===== config.mk =====
export PLATFORM = sky130hd
export DESIGN_NAME = im_fetch_unit_flat
export DESIGN_NICKNAME = d
export VERILOG_FILES = /design/src/rtl/im_fetch_if.sv /design/src/rtl/im_fetch_unit.sv /design/src/flat_wrapper.sv
export SDC_FILE = /design/constraint.sdc
export NUM_CORES = 1
export LEC_CHECK = 0
export CORE_MARGIN = 2
export CORE_UTILIZATION = 35
export DETAILED_ROUTE_END_ITERATION = 10
export PLACE_DENSITY = 0.58
export SLEW_MARGIN = 0
export SYNTH_ARGS = -nofsm -noshare
export SYNTH_HDL_FRONTEND = slang
export SYNTH_SLANG_ARGS = --single-unit
export TNS_END_PERCENT = 50

===== constraint.sdc =====
create_clock -name clk -period 7.8 [get_ports clk]
set_clock_uncertainty 0.05 [all_clocks]
set_input_delay 1.95 -clock clk [delete_from_list [all_inputs] [get_ports clk]]
set_output_delay 1.95 -clock clk [all_outputs]
set_load 0.05 [all_outputs]

===== src/rtl/im_fetch_if.sv =====
// im_fetch_if: groups the fetch unit's two buses into one bundle.
//   - Decode side: inst_valid / inst_ready handshake carrying inst_out and
//     inst_pc. A transfer happens on every rising clock edge where
//     inst_valid & inst_ready are both 1. While inst_valid is 1 and
//     inst_ready is 0, inst_out/inst_pc hold their value. The only exception
//     is a redirect, which withdraws the instruction.
//   - IM side: IM_enable / IM_address read strobe. IM_out is returned one
//     cycle later. IM_write and IM_in are tied to 0.
// Modports:
//   master : the fetch unit (drives inst_*, IM_enable/IM_write/IM_in/IM_address)
//   slave  : decode + instruction memory (drives inst_ready, IM_out)
interface im_fetch_if #(
  parameter int ADDRWIDTH = 16,
  parameter int DATAWIDTH = 32
);
  logic                 inst_valid;
  logic                 inst_ready;
  logic [DATAWIDTH-1:0] inst_out;
  logic [ADDRWIDTH-1:0] inst_pc;
  logic                 IM_enable;
  logic                 IM_write;
  logic [DATAWIDTH-1:0] IM_in;
  logic [ADDRWIDTH-1:0] IM_address;
  logic [DATAWIDTH-1:0] IM_out;

  modport master (
    output inst_valid, inst_out, inst_pc,
    output IM_enable, IM_write, IM_in, IM_address,
    input  inst_ready, IM_out
  );

  modport slave (
    input  inst_valid, inst_out, inst_pc,
    input  IM_enable, IM_write, IM_in, IM_address,
    output inst_ready, IM_out
  );
endinterface


===== src/rtl/im_fetch_unit.sv =====
// im_fetch_unit: instruction fetch stage placed in front of a 1-cycle
// synchronous instruction memory.
// This block owns the PC and issues one word read per cycle. Each returned
// word is buffered together with its PC in a prefetch FIFO, and the FIFO head
// is handed to decode. A redirect flushes all buffered fetches and the fetch
// that is still in flight.
// Ports:
//   clk            rising-edge clock
//   rst            asynchronous, active-low reset
//   fetch_en       1 = issue new reads, 0 = stop issuing and let the FIFO drain
//   redirect_valid flush and restart fetching at redirect_pc
//   redirect_pc    new PC (word address)
//   bus            im_fetch_if.master (decode handshake and IM read port)
//   fetch_count    (FETCH_PERF_EN only) count of accepted instructions,
//                  saturating
//   flush_count    (FETCH_PERF_EN only) count of redirect cycles, saturating
// Build option: define FETCH_PERF_EN to add the two performance counters.
module im_fetch_unit #(
  parameter int                   ADDRWIDTH  = 16,
  parameter int                   DATAWIDTH  = 32,
  parameter int                   FIFO_DEPTH = 4,
  parameter logic [ADDRWIDTH-1:0] RESET_PC   = '0
) (
  input  logic                 clk,
  input  logic                 rst,
  input  logic                 fetch_en,
  input  logic                 redirect_valid,
  input  logic [ADDRWIDTH-1:0] redirect_pc,
  im_fetch_if.master           bus
`ifdef FETCH_PERF_EN
  ,
  output logic [31:0]          fetch_count,
  output logic [15:0]          flush_count
`endif
);

  localparam int PW = $clog2(FIFO_DEPTH);
  localparam int CW = PW + 1;

  logic [ADDRWIDTH-1:0] pc;
  logic                 rsp_pending;
  logic [ADDRWIDTH-1:0] rsp_pc;
  logic [DATAWIDTH-1:0] fifo_data [FIFO_DEPTH];
  logic [ADDRWIDTH-1:0] fifo_pc   [FIFO_DEPTH];
  logic [PW-1:0]        wr_ptr;
  logic [PW-1:0]        rd_ptr;
  logic [CW-1:0]        count;

  logic                 credit_ok;
  logic                 issue;
  logic [ADDRWIDTH-1:0] issue_addr;
  logic                 push;
  logic                 pop;
  logic                 has_data;

  // Credit covers the FIFO entries plus the read still in flight. The count
  // used here is taken before any pop in the same cycle, so a pop does not
  // free a slot until the following cycle. A redirect empties everything,
  // so its single issue is always allowed, even when fetch_en is 0.
  always_comb begin
    credit_ok  = (count + CW'(rsp_pending)) < CW'(FIFO_DEPTH);
    issue      = rst & (redirect_valid | (fetch_en & credit_ok));
    issue_addr = redirect_valid ? redirect_pc : pc;
    // A response that returns during the redirect cycle belongs to the old
    // stream, so it is dropped.
    push       = rsp_pending & ~redirect_valid;
    has_data   = (count != '0);
    pop        = has_data & ~redirect_valid & bus.inst_ready;
  end

  assign bus.IM_enable  = issue;
  assign bus.IM_address = issue_addr;
  assign bus.IM_write   = 1'b0;
  assign bus.IM_in      = '0;
  assign bus.inst_valid = has_data & ~redirect_valid;
  assign bus.inst_out   = has_data ? fifo_data[rd_ptr] : '0;
  assign bus.inst_pc    = has_data ? fifo_pc[rd_ptr]   : '0;

  always_ff @(posedge clk or negedge rst) begin
    if (!rst) begin
      pc          <= RESET_PC;
      rsp_pending <= 1'b0;
      rsp_pc      <= '0;
      wr_ptr      <= '0;
      rd_ptr      <= '0;
      count       <= '0;
    end else begin
      rsp_pending <= issue;
      if (issue) begin
        pc     <= issue_addr + ADDRWIDTH'(1);  // wraps from all-ones to 0
        rsp_pc <= issue_addr;
      end
      if (redirect_valid) begin
        wr_ptr <= '0;
        rd_ptr <= '0;
        count  <= '0;
      end else begin
        if (push) wr_ptr <= wr_ptr + PW'(1);
        if (pop)  rd_ptr <= rd_ptr + PW'(1);
        count <= count + CW'(push) - CW'(pop);
      end
    end
  end

  // The storage array needs no reset. Its outputs are masked whenever the
  // FIFO is empty.
  always_ff @(posedge clk) begin
    if (push) begin
      fifo_data[wr_ptr] <= bus.IM_out;
      fifo_pc[wr_ptr]   <= rsp_pc;
    end
  end

`ifdef FETCH_PERF_EN
  always_ff @(posedge clk or negedge rst) begin
    if (!rst) begin
      fetch_count <= '0;
      flush_count <= '0;
    end else begin
      if (pop && (fetch_count != '1))
        fetch_count <= fetch_count + 32'd1;
      if (redirect_valid && (flush_count != '1))
        flush_count <= flush_count + 16'd1;
    end
  end
`endif

endmodule


===== src/flat_wrapper.sv =====
// flat-port wrapper written by rule: the top's interface ports become plain ports
module im_fetch_unit_flat 
#(
  parameter int                   ADDRWIDTH  = 16,
  parameter int                   DATAWIDTH  = 32,
  parameter int                   FIFO_DEPTH = 4,
  parameter logic [ADDRWIDTH-1:0] RESET_PC   = '0
)
  (clk, rst, fetch_en, redirect_valid, redirect_pc, bus_inst_valid, bus_inst_out, bus_inst_pc, bus_IM_enable, bus_IM_write, bus_IM_in, bus_IM_address, bus_inst_ready, bus_IM_out);
  im_fetch_if #(.ADDRWIDTH(ADDRWIDTH), .DATAWIDTH(DATAWIDTH)) bus_i ();
  input  logic clk;
  input  logic rst;
  input  logic fetch_en;
  input  logic redirect_valid;
  input  logic [ADDRWIDTH-1:0] redirect_pc;
  output wire logic [$bits(bus_i.inst_valid)-1:0] bus_inst_valid;
  output wire logic [$bits(bus_i.inst_out)-1:0] bus_inst_out;
  output wire logic [$bits(bus_i.inst_pc)-1:0] bus_inst_pc;
  output wire logic [$bits(bus_i.IM_enable)-1:0] bus_IM_enable;
  output wire logic [$bits(bus_i.IM_write)-1:0] bus_IM_write;
  output wire logic [$bits(bus_i.IM_in)-1:0] bus_IM_in;
  output wire logic [$bits(bus_i.IM_address)-1:0] bus_IM_address;
  input wire logic [$bits(bus_i.inst_ready)-1:0] bus_inst_ready;
  input wire logic [$bits(bus_i.IM_out)-1:0] bus_IM_out;
  assign bus_inst_valid = bus_i.inst_valid;
  assign bus_inst_out = bus_i.inst_out;
  assign bus_inst_pc = bus_i.inst_pc;
  assign bus_IM_enable = bus_i.IM_enable;
  assign bus_IM_write = bus_i.IM_write;
  assign bus_IM_in = bus_i.IM_in;
  assign bus_IM_address = bus_i.IM_address;
  assign bus_i.inst_ready = bus_inst_ready;
  assign bus_i.IM_out = bus_IM_out;
  im_fetch_unit #(.ADDRWIDTH(ADDRWIDTH), .DATAWIDTH(DATAWIDTH), .FIFO_DEPTH(FIFO_DEPTH), .RESET_PC(RESET_PC)) u_core (.clk(clk), .rst(rst), .fetch_en(fetch_en), .redirect_valid(redirect_valid), .redirect_pc(redirect_pc), .bus(bus_i));
endmodule

[Word level (Yosys, flattened, before mapping)]
Memories as Yosys holds them, arrays and structs flattened.
Cells that the tools add are included.
Word-level totals
  memories: 2
  register bits after elaboration: 40
  input bits: 53
  output and inout bits: 99
  RAM bits: 192
Operators by class
  bitwise gates (word level): 7
  $add $sub $neg: 6
  mux-type cells: 10
  reductions and logical operators: 3
  magnitude comparators: 1
Memories
  u_core.fifo_data: depth 4, bits a word 32, rd ports 1, clocked after memory_dff 0, wr ports 1, line im_fetch_unit.sv:43  | logic [DATAWIDTH-1:0] fifo_data [FIFO_DEPTH];
  u_core.fifo_pc: depth 4, bits a word 16, rd ports 1, clocked after memory_dff 0, wr ports 1, line im_fetch_unit.sv:44  | logic [ADDRWIDTH-1:0] fifo_pc [FIFO_DEPTH];
Operator list (count)
  $mux W16: 2
  $mux W32: 1
  $add A16 B1 Y16 const B: 1
  $mux W2: 4
  $add A3 B1 Y3: 2
  $and A1 B1 Y1: 5
  $add A2 B1 Y2 const B: 2
  $reduce_bool A2 Y1: 2
  $lt A3 B3 Y1 const B: 1
  $mux W3: 1
  $reduce_bool A3 Y1: 1
  $sub A3 B1 Y3: 1
  $mux W1: 2
  $not A1 Y1: 1
  $or A1 B1 Y1: 1

[Depth between registers and ports, before layout]
Gate-level depths: netlist of the first run.
  word-level depth: 5
  mapped depth: 12

[Least setup slack after synthesis of the first run]
No wires, ideal clock.
  path type: input to output
  from: in redirect_valid
  to: out bus_inst_valid
  slack: 2.614 ns
  data arrival time: 3.186 ns
  path buffers: 3
  stages on the path: 4
  data required time: 5.800 ns
  cells stage by stage: buf_4 buf_2 buf_1 nor2b_1
Between the ends
  cells in the longest elaborated chain, start to end: 2
RTL lines
  start: declaration: line flat_wrapper.sv:14  | input logic redirect_valid;
  $not A1 Y1: line im_fetch_unit.sv:75  | assign bus.inst_valid = has_data & ~redirect_valid;
  $and A1 B1 Y1: line im_fetch_unit.sv:75
  end: declaration: line flat_wrapper.sv:16  | output wire logic [$bits(bus_i.inst_valid)-1:0] bus_inst_valid;
No other way between the ends.

[Final worst setup path of the first run]
  from: in redirect_valid
  to: out bus_IM_address[5]
Between the ends
  cells in the longest elaborated chain, start to end: 1
RTL lines
  $mux W16: line im_fetch_unit.sv:63  | issue_addr = redirect_valid ? redirect_pc : pc;
  end: declaration: line flat_wrapper.sv:22  | output wire logic [$bits(bus_i.IM_address)-1:0] bus_IM_address;
No other way between the ends.

==> results.tsv, run 1 <==
metric	value	unit
status	finished, final reports clean	
core_area	27030	um^2
setup_ws	1352	ps
holdBufCountCts	0	
track_usage	13.56	%
grt_start_max_net_pins	52	
h-tree-depth	1	
rsz0062_at_grt	false	
cts_buffer_depth	3	
synth_area_leaders	edfxtp_1 60%, mux4_2 11%, dfrtp_1 10%	
fillers	2399	
fin_area	12010	um^2
max_slew.worst_pin.slew	1039	ps
setup_viol	0	
place_ws	1381	ps
yosysTopAreaCellShare	59.65	%
drc_errors	0	
clkSinkCount	232	
relSlewSlack	30.76	%
critPathKind	primary input to output pin	
grt_pass1_vias	5359	
yosysTopAreaCell	edfxtp_1	
yosysSeqAreaShare	70.01	%
startpoint_type	primary input	
gp_congestion	0.8876	
cts_tree	built	
path_buf_inv	3	
netlist_area	9666	um^2
num_rows	60	
ys.flop_type	edfxtp_1	
powerDensity	340.3	nW/um^2
finalHoldViolCount	0	
startpoint	redirect_valid	
path_clk_slew	60	ps
path_common_cell	clkdlybuf4s50_1	
ir_worst_vdd	0.0002178	V
io_pins	152	
place_hpwl	11.98	mm
cp_cell_sequence	clkdlybuf4s50_1 > buf_4 > mux2_2 > clkdlybuf4s50_1	
syn_avg_cell_area	17.80	um^2
min_period	6448	ps
die_w	170.2	um
cts_setup_buffers	0	
holdWs	428.6	ps
yosysMostFrequentCell	edfxtp_1	
num_vias	5016	
dr.first_iter.drc_count	373	
synth_common_cells	192 x edfxtp_1, 52 x and2_1, 48 x mux4_2	
crit_slowest_cell	clkdlybuf4s50_1	
worstReg2RegStart	u_core.count[1]$_DFF_PN0_	
tns	0	ps
antenna_found_initial	1	
arrival	4450	ps
root_buffer	clkbuf_16	
min_from	u_core.pc[15]$_DFFE_PN0P_	
hp-class	flip-flop to flip-flop	
end_kind	output pin	
layout-drive-gt1-share	20.12	%
drtPass1Iterations	4	
wl_per_cell	18.80	um
routed_wl	19.42	mm
die_area	28960	um^2
clk_latency	520	ps
synth_edf_count	192	
report.final.slew_viol_count	0	
ys_warn_count	0	
netlist_instances	543	
cts_resized	0	
worst_path_largest_cell_delay	950	ps
fin_util	44.45	%
ys_seq_elements	232	
finalNetCount	732	
chipHeight	170.2	um
cp_top_family	buffers and inverters	
via_per_inst	4.856	
async_reset_ff_share	17.24	%
cp_max_fo	24	
overflow	0	
start_util	35.76	%
post-route-period-util	82.67	%
io_buffers	118	
grt_pass1_wl	30.27	mm
synth_cell_type_count	36	
cts_buffers	26	
placed_area	11110	um^2
required	5800	ps
area_growth	24.29	%
drtAntennaViolNets	0	
p_leak	4.088	nW
fmax	155.1	MHz
drv_cap	0	
==> kinds of logic (layout without fill, tap and decap cells) <==
logic type | count (synthesis) | count (layout) | synth area share (%)
AO/OA/AOI/OAI | 28 | 28 | 1.877
multiplexers | 80 | 80 | 14.89
XOR/XNOR | 19 | 19 | 1.722
AND/OR/NAND/NOR | 109 | 109 | 6.304
other | 1 | 34 | 0.03880
buffers and inverters | 66 | 182 | 4.052
flip-flops | 232 | 232 | 70.01
adder cells (fa/ha/maj) | 8 | 8 | 1.113
==> worst register-to-register path, delay by kind of cell (launching register included) <==
| family | cells | cell delay, ps |
|---|---|---|
| fa+ha+maj | 3 | 770 |
| simple gates | 4 | 670 |
| flops | 1 | 440 |
| buf+inv | 3 | 410 |
| xor+xnor | 1 | 180 |
==> layout by cell type (no fill, tap or decap), types with 3 or more instances in the layout <==
master / synthesis / final
dfrtp_1: 40 / 38
nor2b_1: 4 / 4
bufinv_16: 0 / 4
clkbuf_16: 0 / 27
and2_1: 52 / 48
and2_2: 0 / 4
nor2_1: 7 / 7
clkbuf_1: 11 / 7
o21ai_0: 14 / 13
mux2_2: 30 / 30
ha_1: 7 / 7
xor2_1: 12 / 12
mux4_2: 48 / 48
o21ai_2: 3 / 3
clkinvlp_4: 0 / 3
nand3_1: 11 / 11
inv_1: 7 / 7
conb_1: 1 / 33
edfxtp_1: 192 / 192
clkdlybuf4s50_1: 0 / 117
nand4_1: 5 / 5
nand3b_1: 4 / 4
xnor2_1: 7 / 7
buf_4: 35 / 9
nand2_1: 22 / 22
==> per-stage QoR <==
stage	cells	power [mW]
2_1_floorplan	575	2.467
3_3_place_gp	984	2.868
3_5_place_dp	984	2.883
4_1_cts	1032	4.152
5_1_grt	1032	4.275
6_report	1033	4.088
==> worst paths after layout <==
check,to,slack [ps],cells past startpoint
setup / recovery,bus_IM_address[5],1350,4
setup reg to reg,u_core.count[2]$_DFF_PN0_,5170,11
min in group asynchronous,u_core.rsp_pc[5]$_DFFE_PN0P_,1560,2
max in group asynchronous,u_core.rd_ptr[0]$_DFFE_PN0P_,5740,2
hold / removal,u_core.pc[15]$_DFFE_PN0P_,430,2
hold reg to reg,u_core.pc[15]$_DFFE_PN0P_,430,2
==> layer usage <==
metal	GRT usage (%)	part of all wire (%)	up-vias	routed length, um
met2	23.06	48	163	9408
li1	-	-	2268	-
met4	3.196	1.7	0	335
met1	18.02	44	2554	8589
met3	2.674	5.6	31	1091
met5	0	0	-	0
==> flip-flops by register name, indices dropped and copies added, names as in the netlist <==
register	count
u_core.count	3
u_core.fifo_data	128
u_core.fifo_pc	64
u_core.pc	16
u_core.rd_ptr	2
u_core.rsp_pc	16
u_core.rsp_pending	1
u_core.wr_ptr	2
==> area by class of cell <==
type                    instances  area [um^2]  area share (%)
diodes                          1        2.502         0.02083
clock buffers                  36        729.5           6.072
clock inverters                12        168.9           1.406
inverters                       7        26.28          0.2187
multi-input cells             277         2644           22.01
flip-flops and latches        232         6771           56.37
well taps                     341        426.7           3.552
repair buffers                127         1244           10.35
==> report_power, final <==
| group | switching (mW) | internal, mW |
|---|---|---|
| Clock | 0.471 | 0.785 |
| Sequential | 0.139 | 1.47 |
| Combinational | 0.745 | 0.479 |
No activity file was read; power rests on OpenSTA's default activity.
==> run 2: changes to the inputs <==
clock period = 6.2 ns   (was 7.8 ns; I/O delays follow)
==> results.tsv, run 2 (same netlist as run 1, synthesis figures left out) <==
metric	value	unit	change
arrival	3580	ps	was 4450 ps
clk_latency	500	ps	was 520 ps
seqPwrFrac	40.7	%	was 39.3%
fmax	193.2	MHz	
chipHeight	170.2	um	unchanged
holdBufCountCts	0		unchanged
required	4600	ps	was 5800 ps
largest_register	u_core.fifo_data		unchanged
grt_start_max_net_pins	51		was 52
hp-class	flip-flop to flip-flop		unchanged
reg.largest.list	u_core.fifo_data x128, u_core.fifo_pc x64		unchanged
gp_congestion	0.8725		was 0.8876
die_area	28960	um^2	unchanged
routed_wl	19.17	mm	was 19.42 mm
start_util	35.76	%	unchanged
h-tree-depth	1		unchanged
drv_cap	0		unchanged
via_per_inst	4.824		was 4.856
reg2reg_depth	10		was 11
track_usage	13.43	%	was 13.56%
gr-usage-met3	2.581	%	was 2.674%
layout_common_cells	192 x edfxtp_1, 110 x clkdlybuf4s50_1, 48 x mux4_2, 48 x and2_1, 38 x dfrtp_1		was 192 x edfxtp_1, 117 x clkdlybuf4s50_1, 48 x mux4_2, 48 x and2_1, 38 x dfrtp_1
cts_resized	0		unchanged
end_kind	output pin		unchanged
met1_usage	17.75	%	was 18.02%
path_buf_inv	3		unchanged
die_w	170.2	um	unchanged
largest_reg_flops	128		unchanged
r2r_setup_slack	3210	ps	was 5170 ps
layout-drive-gt1-share	21.11	%	was 20.12%
cp_cell_sequence	clkdlybuf4s50_1 > buf_4 > mux2_2 > clkdlybuf4s50_1		unchanged
cts_setup_buffers	0		unchanged
clock_power_share	28.3	%	was 30.7%
finalHoldViolCount	0		unchanged
holdWs	436.1	ps	was 428.6 ps
p_leak	4.052	nW	was 4.088 nW
dr.first_iter.drc_count	295		was 373
startpoint_type	primary input		unchanged
comb_power_share	30.9	%	was 29.9%
p_int	3.280	mW	was 2.733 mW
grt_pass1_wl	29.87	mm	was 30.27 mm
drtPass1Iterations	4		unchanged
drtAntennaViolNets	0		unchanged
startpoint	redirect_valid		unchanged
cts_buffers	25		was 26
cp_max_fo	43		was 24
path_clk_slew	60	ps	about the same
place_ws	1022	ps	was 1381 ps
io_pins	152		unchanged
tns	0	ps	unchanged
use_met2	22.96	%	was 23.06%
core_area	27030	um^2	unchanged
p_sw	1.690	mW	was 1.356 mW
root_buffer	clkbuf_16		unchanged
num_rows	60		unchanged
area_growth	23.00	%	was 24.29%
worst_path_largest_cell_delay	720	ps	was 950 ps
post-route-period-util	83.50	%	
final_common_cell	edfxtp_1		unchanged
status	finished, final reports clean		unchanged
min_period	5177	ps	
num_vias	4959		was 5016
setup_ws	1023	ps	was 1352 ps
rr_endpoint	u_core.count[2]$_DFF_PN0_		unchanged
powerDensity	418.0	nW/um^2	was 340.3 nW/um^2
rsz0062_at_grt	false		unchanged
fin_util	43.99	%	was 44.45%
drc_errors	0		unchanged
endpoint	bus_IM_address[8]		was bus_IM_address[5]
crit_slowest_cell	clkdlybuf4s50_1		unchanged
finalNetCount	731		was 732
grt_pass1_vias	5355		was 5359
grt.busiest_layer	met2		unchanged
io_buffers	118		unchanged
cts_buffer_depth	3		unchanged
worstReg2RegStart	u_core.count[1]$_DFF_PN0_		unchanged
relSlewSlack	28.93	%	was 30.76%
setup_viol	0		unchanged
antenna_found_initial	0		was 1
fin_area	11890	um^2	was 12010 um^2
critPathKind	primary input to output pin		unchanged
overflow	0		unchanged
max_slew.worst_pin.slew	1066	ps	was 1039 ps
wl_per_cell	18.65	um	was 18.80 um
path_common_cell	clkdlybuf4s50_1		unchanged
ir_worst_vdd	0.0001726	V	was 0.0002178 V
cp_top_family	buffers and inverters		unchanged
report.final.slew_viol_count	0		unchanged
placed_area	11090	um^2	was 11110 um^2
n_antenna_cell	0		was 1
sw_frac_of_total	34.00	%	was 33.16%
cp_num_cells	4		unchanged
place_hpwl	12.02	mm	was 11.98 mm
clkSinkCount	232		unchanged
cts_tree	built		unchanged
-- run 2: worst min-delay path, stage by stage, from the launching register on --
cell     delay [ps]
dfrtp_1         350
nand2_1          60
o21ai_2          50
-- run 2: worst min-delay path by stage --
stage | cells past startpoint | slack (ps) | startpoint | end
3_3_place_gp | 2 | 410 | u_core.pc[14]$_DFFE_PN0P_ | u_core.pc[14]$_DFFE_PN0P_
2_1_floorplan | 2 | 400 | u_core.pc[14]$_DFFE_PN0P_ | u_core.pc[14]$_DFFE_PN0P_
5_1_grt | 2 | 480 | u_core.pc[14]$_DFFE_PN0P_ | u_core.pc[14]$_DFFE_PN0P_
4_1_cts | 2 | 440 | u_core.pc[15]$_DFFE_PN0P_ | u_core.pc[15]$_DFFE_PN0P_
6_report | 2 | 440 | u_core.pc[15]$_DFFE_PN0P_ | u_core.pc[15]$_DFFE_PN0P_
3_5_place_dp | 2 | 420 | u_core.pc[15]$_DFFE_PN0P_ | u_core.pc[15]$_DFFE_PN0P_
-- run 2: per-stage QoR --
stage               instances  power, mW
floorplan                 575      3.104
global placement          984      3.606
detailed placement        984      3.627
CTS                      1028      5.051
global route             1028      5.200
finish                   1028      4.970
-- run 2: power groups by stage --
| stage | clock (mW) | sequential [mW] | combinational, mW |
|---|---|---|---|
| 2_1_floorplan | 0 | 1.94 | 1.17 |
| 6_report | 1.41 | 2.02 | 1.54 |
| 3_5_place_dp | 0 | 2.06 | 1.56 |
| 4_1_cts | 1.45 | 2.03 | 1.56 |
| 5_1_grt | 1.51 | 2.06 | 1.63 |
| 3_3_place_gp | 0 | 2.06 | 1.55 |
-- run 2: per-layer routing --
metal	routed length (um)	vias up
li1	-	2266
met1	8530	2508
met2	9296	155
met3	944	30
met4	397	0
met5	0	-
-- run 2: final cells by class --
type	count	area (um^2)
clock inverter	14	107.6
multi-input combinational	277	2644
tap	341	426.7
sequential	232	6771
timing repair buffer	127	1226
fill	2381	15140
clock buffer	30	686.9
inverter	7	26.28
==> run 3: changes to the inputs <==
PLACE_DENSITY = 0.6   (was 0.58)
clock period = 4.43 ns   (was 6.2 ns; I/O delays follow)
==> results.tsv, run 3 (same netlist as run 1, synthesis figures left out) <==
metric	value	unit	change
cts_tree	built		unchanged
grt.busiest_layer	met2		unchanged
holdBufCountCts	0		unchanged
drtPass1Iterations	4		unchanged
num_vias	5030		was 4959
layout_common_cells	192 x edfxtp_1, 99 x clkdlybuf4s50_1, 48 x mux4_2, 48 x and2_1, 38 x dfrtp_1		was 192 x edfxtp_1, 110 x clkdlybuf4s50_1, 48 x mux4_2, 48 x and2_1, 38 x dfrtp_1
clk_latency	510	ps	was 500 ps
powerDensity	585.2	nW/um^2	was 418.0 nW/um^2
start_util	35.76	%	unchanged
gr-usage-met3	2.419	%	was 2.581%
finalNonFillerCells	1032		was 1028
largest_register	u_core.fifo_data		unchanged
num_rows	60		unchanged
path_clk_slew	60	ps	about the same
min_period	4049	ps	
relSlewSlack	39.45	%	was 28.93%
layout-drive-gt1-share	22.43	%	was 21.11%
cts_buffer_depth	3		unchanged
fmax	247.0	MHz	
wl_per_cell	18.26	um	was 18.65 um
area_growth	25.57	%	was 23.00%
post-route-period-util	91.40	%	
setup_viol	0		unchanged
tns	0	ps	unchanged
hp-class	flip-flop to flip-flop		unchanged
p_leak	4.169	nW	was 4.052 nW
cp_max_fo	51		was 43
largest_reg_flops	128		unchanged
io_buffers	118		unchanged
required	3270	ps	was 4600 ps
use_met2	22.16	%	was 22.96%
dp_cells	986		was 984
rsz0062_at_grt	false		unchanged
antenna_found_initial	0		unchanged
critPathKind	flip-flop to output pin		was primary input to output pin
clkSinkCount	232		unchanged
grt_pass1_vias	5366		was 5355
overflow	0		unchanged
finalNetCount	733		was 731
grt_start_max_net_pins	52		was 51
die_area	28960	um^2	unchanged
chipHeight	170.2	um	unchanged
end_kind	output pin		unchanged
drv_cap	0		unchanged
cp_top_family	simple AND/OR/NAND/NOR gates		was buffers and inverters
place_ws	628.2	ps	was 1022 ps
gp_congestion	0.7659		was 0.8725
drc_errors	0		unchanged
power.total	7.102	mW	was 4.970 mW
dr.first_iter.drc_count	323		was 295
drtAntennaViolNets	0		unchanged
routed_wl	18.85	mm	was 19.17 mm
ir_worst_vdd	0.0002654	V	was 0.0001726 V
io_pins	152		unchanged
max_slew.worst_pin.slew	908.3	ps	was 1066 ps
cp_cell_sequence	or3_2 > and2_1 > clkdlybuf4s50_1		was clkdlybuf4s50_1 > buf_4 > mux2_2 > clkdlybuf4s50_1
setup_ws	381.0	ps	was 1023 ps
place_hpwl	11.50	mm	was 12.02 mm
startpoint_type	flip-flop		was primary input
h-tree-depth	1		unchanged
path_buf_inv	1		was 3
cts_buffers	25		unchanged
final_common_cell	edfxtp_1		unchanged
status	finished, final reports clean		unchanged
core_area	27030	um^2	unchanged
worst_path_largest_cell_delay	880	ps	was 720 ps
root_buffer	clkbuf_16		unchanged
fin_area	12140	um^2	was 11890 um^2
via_per_inst	4.874		was 4.824
finalHoldViolCount	0		unchanged
placed_area	11330	um^2	was 11090 um^2
cts_resized	0		unchanged
die_w	170.2	um	unchanged
cts_setup_buffers	0		unchanged
grt_pass1_wl	29.64	mm	was 29.87 mm
met1_usage	17.83	%	was 17.75%
arrival	2890	ps	was 3580 ps
crit_slowest_cell	or3_2		was clkdlybuf4s50_1
n_antenna_cell	0		unchanged
report.final.slew_viol_count	0		unchanged
reg.largest.list	u_core.fifo_data x128, u_core.fifo_pc x64		unchanged
track_usage	13.12	%	was 13.43%
[run 3: cell count changes in the layout (fill, tap and decap cells not counted), sizes merged]
cell and delta:
buf +13, bufinv +2, clkbuf +1, clkdlybuf4s50 -11, clkinv +2, clkinvlp -3
[run 3: metrics by stage]
step,util (%),hold slack (ps)
floorplan,-,396.0
detailed placement,41.94,424.4
global placement,41.94,411.3
global route,44.91,503.4
finish,44.91,432.1
CTS,44.91,436.5
[run 3: tightest hold or removal path: stages, from the launching register on]
cell     delay (ps)
dfrtp_1         340
nand2_1          40
o21ai_0          60
[run 3: layout make-up]
cell class | count | area [um^2]
Inverter | 7 | 26.28
Tap cell | 341 | 426.7
Clock inverter | 15 | 145.1
Clock buffer | 31 | 658.1
Timing Repair Buffer | 129 | 1464
Sequential cell | 232 | 6771
Multi-Input combinational cell | 277 | 2645
Fill cell | 2363 | 14890
[run 3: path summary, 6_finish.rpt]
kind | startpoint | endpoint | slack, ps | cells past startpoint
max | u_core.count[1]$_DFF_PN0_ | bus_inst_pc[7] | 380 | 3
min | u_core.pc[14]$_DFFE_PN0P_ | u_core.pc[14]$_DFFE_PN0P_ | 430 | 2
max reg2reg | u_core.count[1]$_DFF_PN0_ | u_core.count[2]$_DFF_PN0_ | 1500 | 10
min reg2reg | u_core.pc[14]$_DFFE_PN0P_ | u_core.pc[14]$_DFFE_PN0P_ | 430 | 2
max in group asynchronous | rst | u_core.rd_ptr[0]$_DFFE_PN0P_ | 3210 | 2
min in group asynchronous | rst | u_core.rsp_pc[10]$_DFFE_PN0P_ | 720 | 2
[run 3: power breakdown]
part           total, mW  switching [mW]  internal [mW]
clock               2.02           0.794           1.22
sequential          2.76           0.174           2.59
combinational       2.32            1.39          0.932
[run 3: routing by layer]
layer  up-vias  share of wire [%]
met2       153                 48
met4         0                1.9
met1      2581                 44
met3        28                5.3
li1       2268                  -
met5         -                  0
